[config.mk]
export PLATFORM = sky130hd
export DESIGN_NAME = spr_rom_fetch
export DESIGN_NICKNAME = d
export VERILOG_FILES = /design/src/rtl/spr_rom_fetch.sv
export SDC_FILE = /design/constraint.sdc
export NUM_CORES = 1
export LEC_CHECK = 0
export ABC_CLOCK_PERIOD_IN_PS = 2700
export BUFFER_PORTS_ARGS = -buffer_cell sky130_fd_sc_hd__buf_2
export CORE_MARGIN = 2
export CORE_UTILIZATION = 30
export DETAILED_ROUTE_END_ITERATION = 12
export PLACE_DENSITY = 0.47
export SLEW_MARGIN = 20
export SYNTH_ARGS = -nofsm -noshare
export SYNTH_HDL_FRONTEND = slang
export SYNTH_SLANG_ARGS = --single-unit
export TNS_END_PERCENT = 50
[constraint.sdc]
create_clock -name clk_main -period 2.7 [get_ports clk_main]
set_clock_uncertainty 0.15 [all_clocks]
set_input_delay 0.405 -clock clk_main [delete_from_list [all_inputs] [get_ports clk_main]]
set_output_delay 0.405 -clock clk_main [all_outputs]
set_load 0.05 [all_outputs]
[src/rtl/spr_rom_fetch.sv]
// spr_rom_fetch: answers 32-bit sprite ROM word reads with two 16-bit reads on
// the shared SDRAM port. A one-entry tag short-circuits repeats of the last
// fetched word, and a one-deep pending slot absorbs a request issued while busy.
//
// SDRAM handshake: sd_req is a level held high from the start of a read until
// the cycle sd_ack is seen. sd_ack is a one-cycle pulse with sd_data valid in
// that same cycle. sd_addr is stable whenever sd_req is high. sd_req always
// returns to zero for at least one cycle between reads, so every read begins
// with a rising edge. sd_ack outside RD_LO/RD_HI is ignored.
module spr_rom_fetch #(
    parameter int unsigned ADDR_W     = 19,
    parameter logic [23:0] SDRAM_BASE = 24'h100000
) (
    input  logic              clk_main,
    input  logic              reset,
    input  logic [ADDR_W-1:0] req_addr,
    input  logic              req_strobe,
    input  logic              flush,
    output logic [31:0]       rom_dout,
    output logic              rom_valid,
    output logic              busy,
    output logic              late,
    output logic [23:0]       sd_addr,
    output logic              sd_req,
    input  logic              sd_ack,
    input  logic [15:0]       sd_data
);

    typedef enum logic [2:0] {
        ST_IDLE  = 3'd0,
        ST_RD_LO = 3'd1,
        ST_GAP   = 3'd2,
        ST_RD_HI = 3'd3,
        ST_DONE  = 3'd4
    } state_t;

    state_t              state_q, state_d;
    logic [ADDR_W-1:0]   cur_addr_q, cur_addr_d;
    logic [ADDR_W-1:0]   last_addr_q, last_addr_d;
    logic                last_valid_q, last_valid_d;
    logic [ADDR_W-1:0]   pend_addr_q, pend_addr_d;
    logic                pend_v_q, pend_v_d;
    logic                hit_q, hit_d;
    logic [15:0]         lo16_q, lo16_d;
    logic [31:0]         rom_dout_q, rom_dout_d;
    logic                rom_valid_q, rom_valid_d;
    logic                late_q, late_d;
    logic [23:0]         sd_addr_q, sd_addr_d;
    logic                sd_req_q, sd_req_d;

    logic [ADDR_W-1:0]   svc_addr;
    logic                take_pend;

    // Next-state, datapath and pending-slot logic.
    always_comb begin
        state_d      = state_q;
        cur_addr_d   = cur_addr_q;
        last_addr_d  = last_addr_q;
        last_valid_d = last_valid_q;
        pend_addr_d  = pend_addr_q;
        pend_v_d     = pend_v_q;
        hit_d        = hit_q;
        lo16_d       = lo16_q;
        rom_dout_d   = rom_dout_q;
        rom_valid_d  = 1'b0;
        late_d       = late_q;
        sd_addr_d    = sd_addr_q;
        sd_req_d     = 1'b0;

        // The pending request is older than a same-cycle strobe, so it goes first.
        svc_addr  = pend_v_q ? pend_addr_q : req_addr;
        take_pend = (state_q == ST_IDLE) && pend_v_q;

        case (state_q)
            ST_IDLE: begin
                if (pend_v_q || req_strobe) begin
                    cur_addr_d = svc_addr;
                    if (last_valid_q && !flush && (svc_addr == last_addr_q)) begin
                        hit_d   = 1'b1;
                        state_d = ST_DONE;
                    end else begin
                        hit_d     = 1'b0;
                        sd_addr_d = SDRAM_BASE + 24'({svc_addr, 2'b00});
                        state_d   = ST_RD_LO;
                    end
                end
            end
            ST_RD_LO: begin
                if (sd_ack) begin
                    lo16_d    = sd_data;
                    // Changes on the same edge sd_req drops, so it never moves while requesting.
                    sd_addr_d = sd_addr_q + 24'd2;
                    state_d   = ST_GAP;
                end
            end
            ST_GAP: begin
                state_d = ST_RD_HI;
            end
            ST_RD_HI: begin
                if (sd_ack) begin
                    // Both halves land together so rom_dout never shows a half-updated word.
                    rom_dout_d  = {sd_data, lo16_q};
                    rom_valid_d = 1'b1;
                    state_d     = ST_DONE;
                end
            end
            ST_DONE: begin
                last_addr_d  = cur_addr_q;
                last_valid_d = 1'b1;
                // A hit keeps the old word; its pulse comes one cycle after DONE.
                if (hit_q) begin
                    rom_valid_d = 1'b1;
                end
                state_d = ST_IDLE;
            end
            default: begin
                state_d = ST_IDLE;
            end
        endcase

        // Flush overrides the tag write made in DONE.
        if (flush) begin
            last_valid_d = 1'b0;
        end

        if (req_strobe && ((state_q != ST_IDLE) || pend_v_q)) begin
            pend_addr_d = req_addr;
            pend_v_d    = 1'b1;
            if (pend_v_q && !take_pend) begin
                late_d = 1'b1;
            end
        end else if (take_pend) begin
            pend_v_d = 1'b0;
        end

        sd_req_d = (state_d == ST_RD_LO) || (state_d == ST_RD_HI);
    end

    // State and output registers with synchronous reset.
    always_ff @(posedge clk_main) begin
        if (reset) begin
            state_q      <= ST_IDLE;
            cur_addr_q   <= '0;
            last_addr_q  <= '0;
            last_valid_q <= 1'b0;
            pend_addr_q  <= '0;
            pend_v_q     <= 1'b0;
            hit_q        <= 1'b0;
            lo16_q       <= 16'h0000;
            rom_dout_q   <= 32'h0000_0000;
            rom_valid_q  <= 1'b0;
            late_q       <= 1'b0;
            sd_addr_q    <= 24'h000000;
            sd_req_q     <= 1'b0;
        end else begin
            state_q      <= state_d;
            cur_addr_q   <= cur_addr_d;
            last_addr_q  <= last_addr_d;
            last_valid_q <= last_valid_d;
            pend_addr_q  <= pend_addr_d;
            pend_v_q     <= pend_v_d;
            hit_q        <= hit_d;
            lo16_q       <= lo16_d;
            rom_dout_q   <= rom_dout_d;
            rom_valid_q  <= rom_valid_d;
            late_q       <= late_d;
            sd_addr_q    <= sd_addr_d;
            sd_req_q     <= sd_req_d;
        end
    end

    assign rom_dout  = rom_dout_q;
    assign rom_valid = rom_valid_q;
    assign late      = late_q;
    assign sd_addr   = sd_addr_q;
    assign sd_req    = sd_req_q;
    assign busy      = (state_q != ST_IDLE) || pend_v_q;

endmodule
## After elaboration in Yosys (flattened, before gate mapping)

Index checks and enable logic that the tools add are counted.

| storage, ports and cells | value |
|---|---|
| bits in registers | 138 |
| input bits | 40 |
| output and inout port bits | 60 |
| logic and storage cells | 61 |

| cells by class | value |
|---|---|
| $add $sub $neg | 2 |
| eq/ne operators | 10 |
| mux-type cells | 16 |
| reductions and logical operators | 20 |

Operators with widths:

| kind | count |
|---|---|
| 24-bit two-way mux | 3 |
| 24-bit one-hot mux with 2 select lines | 1 |
| 24-bit by 2-bit adder with 24-bit output, second input constant | 1 |
| 21-bit by 21-bit adder with 22-bit output, first input constant | 1 |
| 19-bit equality test | 1 |
| 19-bit two-way mux | 1 |
| 3-bit two-way mux | 4 |
| 3-bit one-hot mux with 4 select lines | 1 |
| 3-bit by 2-bit equality test with 1-bit output, second input constant | 3 |
| 2-bit AND reduction | 4 |
| 3-bit by 1-bit equality test with 1-bit output, second input constant | 2 |
| 1-bit logical AND | 5 |
| 1-bit two-way mux | 5 |
| 2-bit inequality test, second input constant | 2 |
| 4-bit AND reduction | 1 |
| 2-bit nonzero test | 2 |
| 3-bit equality test, second input constant | 1 |
| 3-bit logical NOT | 1 |
| 1-bit logical OR | 3 |
| 3-bit nonzero test | 1 |
| 1-bit logical NOT | 2 |
| 2-bit by 1-bit inequality test with 1-bit output, second input constant | 1 |
| 1-bit one-hot mux with 2 select lines | 1 |
| 2-bit OR reduction | 1 |

## Logic depth before layout (Yosys ltp)

| logic depth | value |
|---|---|
| depth in word-level cells | 8 |
| gate-level depth with buffers | 11 |
| gate-level depth less buffers | 8 |

## Worst setup path before layout

OpenSTA, ideal clock, no wires.

| timing | value |
|---|---|
| path type | register to register |
| from | reg pend_v_q |
| to | reg sd_addr_q[20], in the netlist sd_addr[20] |
| library setup time | 0.100 ns |
| data arrival time | 2.234 ns |
| data required time | 2.450 ns |
| path slack | 0.217 ns |
| cell stages (with the launch flop) | 11 |
| path buffers | 3 |
| clock period less this slack | 2.483 ns |
| cell sequence | dfxtp_1 -> buf_2 -> buf_6 -> mux2_2 -> xor2_1 -> nor4_1 -> nand4_1 -> o31ai_4 -> buf_6 -> nor2_2 -> a2111oi_4 |

| between the ends | value |
|---|---|
| word-level cells in the longest chain between the ends | 5 |
| elaborated cells between the ends (all ways) | 11 |
| those cells by class | 1 x add/sub; 3 x eq/ne; 4 x mux; 3 x reduce/logical |

Ends and longest elaborated chain:

| item | RTL line | text |
|---|---|---|
| from (decl) | 42 | `logic pend_v_q, pend_v_d;` |
| from (signal assigned) | 161 | `pend_v_q <= pend_v_d;` |
| 19-bit two-way mux | 71 | `svc_addr = pend_v_q ? pend_addr_q : req_addr;` |
| 21-bit by 21-bit adder with 22-bit output / 19-bit equality test (equally long branches) | 83, 78 |  |
| 24-bit two-way mux / 1-bit logical AND (equally long branches) | 78 | `if (last_valid_q && !flush && (svc_addr == last_addr_q)) begin` |
| 24-bit two-way mux / 2-bit inequality test (equally long branches) | -- |  |
| 24-bit one-hot mux with 2 select lines / 4-bit AND reduction (equally long branches) | -- |  |
| to (signal assigned) | 167 | `sd_addr_q <= sd_addr_d;` |
| to (decl) | 48 | `logic [23:0] sd_addr_q, sd_addr_d;` |

Parallel ways exist; a longest one is shown, timed or not. The select of a mux whose other input is x is not followed.
A chain may end at the register's enable or synchronous reset.

## Worst setup path in the final report

| timing | value |
|---|---|
| from | reg pend_v_q |
| to | reg sd_addr_q[6], in the netlist sd_addr[6] |

Same word-level chain as after synthesis.

==> summary.md <==
| Metric | Value |
|---|---|
| Status | `finished with violations` |
| Failing checks | `negative setup slack` |
| CTS H-tree lvls | `4` |
| Setup WS post-layout | `-0.009410 ns` |
| Max Freq | `0.3691 GHz` |
| Final hold violations | `0` |
| Antenna viol nets, final | `0` |
| Critical path, cell by cell | `buf_12 -> buf_4 -> mux2_4 -> xor2_1 -> nor4_1 -> nand4_1 -> buf_4 -> o31ai_4 -> buf_6 -> buf_12 -> mux2i_1 -> nor3_1` |
| Nets | `899` |
| P per Cell Area | `827.4 nW/um^2` |
| GRT overflow | `0` |
| Max-slew headroom | `48.17%` |
| Post-layout minimum cycle time | `2.709 ns` |
| Yosys warnings | `0` |
| Setup_tns | `-0.02804 ns` |
| Critical Path RT | `2.85 ns` |
| First-pass GRT wire length | `26380 um` |
| Setup WS pre-CTS | `-0.1273 ns` |
| FF+latch count, synth | `137` |
| Core area | `18830 um^2` |
| Crit path launch type | `register` |
| Sequential share of the synthesized area | `47.42%` |
| Number of flops mapped to enable cells by yosys | `0` |
| TritonCTS clock tree | `done` |
| WL final | `16560 um` |
| Clock transition at path regs | `0.07 ns` |
| Largest net degree at the start of global routing | `84` |
| Top_reg_cell synth | `dfxtp_1` |
| Worst setup path class | `register to register` |
| Hold crit path type | `primary input to register` |
| Top cell type's share of synthesized area | `47.42%` |
| Biggest area consumer among synthesized cells | `dfxtp_1` |
| Number of max-cap violations | `0` |
| WL per Instance | `14.64 um` |
| Number of global-route vias before repair | `4913` |
| Pre-Repair DR Iteration Count | `4` |
| VDD IR-drop max | `471.8 uV` |
| Ranking of synthesized cells by area | `dfxtp_1 (47%), nand2_1 (13%), a21oi_1 (10%), nor2_1 (4.3%), xor2_1 (2.6%)` |
| Count of different cell masters after synthesis | `45` |
| Syn Std Cell Area | `5784 um^2` |
| Via density | `4.613` |
| Leak | `3.013 nW` |
| Worst Max-Slew Pin Slew | `0.7775 ns` |
| 1st-iter DRT viols | `282` |
| CP max stage delay | `0.36 ns` |
| Final period utilization | `100.3%` |
| Net Count, Synth | `771` |
| RSZ-0062 raised after global routing | `true` |
| Clock Path Buffers | `2` |
| Worst path arrival time | `2.86 ns` |
| Fraction of layout cells with a size suffix above 1 | `25.49%` |
| Initial core utilization | `30.72%` |
| Initial antenna violation count | `0` |
| Overall Power | `0.006314 W` |
| # DRC | `0` |
| Die Area | `20410 um^2` |
| Die width | `142.9 um` |
| TritonCTS Buffers | `17` |
| Area Growth Syn to Fin | `31.93%` |
| Vias | `5217` |
| Input/output buffers | `98` |
| Endpoint class of the critical path | `register` |
| Post-DP HPWL | `11160 um` |
| Total GRT Usage | `16.54%` |
| Async S/R FF share, synth | `0%` |
| Commonest non-fill, non-tap cell in the layout | `nand2_1` |
| CTS Root Cell | `clkbuf_16` |
| Max FO, Critical Path | `7` |
| Avg Cell Area, Syn | `7.924 um^2` |
| Clk_lat worst skew | `0.42 ns` |
| Final Max Slew Viols | `0` |
| Final Setup Violations | `4` |
| WHS | `0.08276 ns` |
| Row count | `50` |
| Num ports | `100` |
| Gate Count Post-Synth | `730` |
| Diode count | `0` |
| Routability cong. | `0.7434` |
| Crit-path slowest cell | `dfxtp_4` |
| Most frequent cells in the layout | `nand2_1 (196), dfxtp_1 (136), a21oi_1 (113)` |
| Die outline height | `142.9 um` |
| Clock sinks | `137` |
==> area by class of cell <==
type                    instances  area (um^2)
clock buffers                  17        425.4
clock inverters                15        214.0
fillers                      1956        11200
inverters                       2        7.507
multi-input cells             541         2875
flip-flops and latches        137         2746
well taps                     260        325.3
repair buffers                159         1037
==> path summary, 6_finish.rpt <==
kind,from,slack (ns),end,depth (start not counted)
setup / recovery,pend_v_q,-0.009,sd_addr[6],12
hold / removal,sd_data[4],0.08,lo16_q[4],3
setup reg to reg,pend_v_q,-0.009,sd_addr[6],12
hold reg to reg,lo16_q[7],0.30,rom_dout[7],2
==> metrics by stage <==
step                      util [%]  std cells  cell area [um^2]
after global placement       36.33       1091              6842
after CTS                    40.64       1132              7652
after detailed placement     36.33       1091              6842
after floorplan                  -        730              5784
final                        40.52       1131              7631
after global routing         40.52       1131              7631
==> power breakdown <==
part | internal (W) | leakage [nW] | total, W | switching, W
combinational | 0.000557 | 1.59 | 0.00145 | 0.000890
sequential | 0.00219 | 1.12 | 0.00233 | 0.000136
clock | 0.00157 | 0.304 | 0.00254 | 0.000968
==> cell families (layout without fill, tap and decap cells) <==
family          Yosys count  after routing  synth area share, %
simple gates            332            332                24.03
flops                   137            137                47.42
other cells               1              1              0.06483
xor+xnor                 27             27                4.088
fa+ha+maj                 1              1               0.2163
buf+inv                  52            193                3.958
mux                      21             21                4.261
compound gates          159            159                15.96
==> worst max-delay path: cells and delay by family (launching register included) <==
| kind | cells | cell delay, ns |
|---|---|---|
| DFF | 1 | 0.36 |
| and+or+nand+nor | 3 | 0.48 |
| AOI/OAI and AO/OA | 1 | 0.17 |
| muxes | 2 | 0.51 |
| xor gates and xnor gates | 1 | 0.15 |
| buffers and inverters | 5 | 0.78 |
==> synthesized netlist by cell type (2+ instances only) <==
cell type	count
nor2_1	67
xor2_1	17
nand2b_1	9
inv_1	2
nor2b_1	2
buf_1	4
or3_1	2
nor4_1	6
mux2_4	3
nor3b_1	2
xnor2_1	10
o32ai_1	5
o21ai_0	11
nand4_1	7
nand2_1	196
mux2i_2	3
nor3_1	23
a311oi_1	2
dfxtp_1	137
and3_1	3
and2_1	3
buf_4	2
a211oi_1	11
clkbuf_1	38
o21bai_1	3
a31oi_1	2
mux2i_1	7
buf_6	3
mux2_2	7
buf_2	3
nand3_1	5
a211o_1	5
a21oi_1	115
or2_2	4
==> sequential cells by signal, summed over array words and instances, names as in the netlist <==
signal        cells
last_valid_q      1
rom_valid         1
pend_addr_q      19
rom_dout         32
state_q           3
hit_q             1
late              1
lo16_q           16
last_addr_q      19
pend_v_q          1
cur_addr_q       19
sd_req            1
sd_addr          23
==> layer usage <==
| layer | wire, um | track usage [%] | vias up |
|---|---|---|---|
| met4 | 181 | 4.742 | 0 |
| met3 | 601 | 3.924 | 11 |
| met5 | 0 | 0 | - |
| met1 | 8038 | 22.21 | 2392 |
| li1 | - | - | 2714 |
| met2 | 7741 | 26.52 | 100 |
==> what timing repair did <==
| action | 4_1_cts | 5_1_grt |
|---|---|---|
| setup buffers | 6 | 1 |
| setup endpoints to repair | 17 | 21 |
| pin swaps | 13 | 7 |
| gates resized for setup | 21 | 5 |
| cloned | 2 | 0 |
| endpoints found under the hold margin | 1 | 0 |
| hold buffers | 1 | 0 |
(Power assumes the default switching activity.)
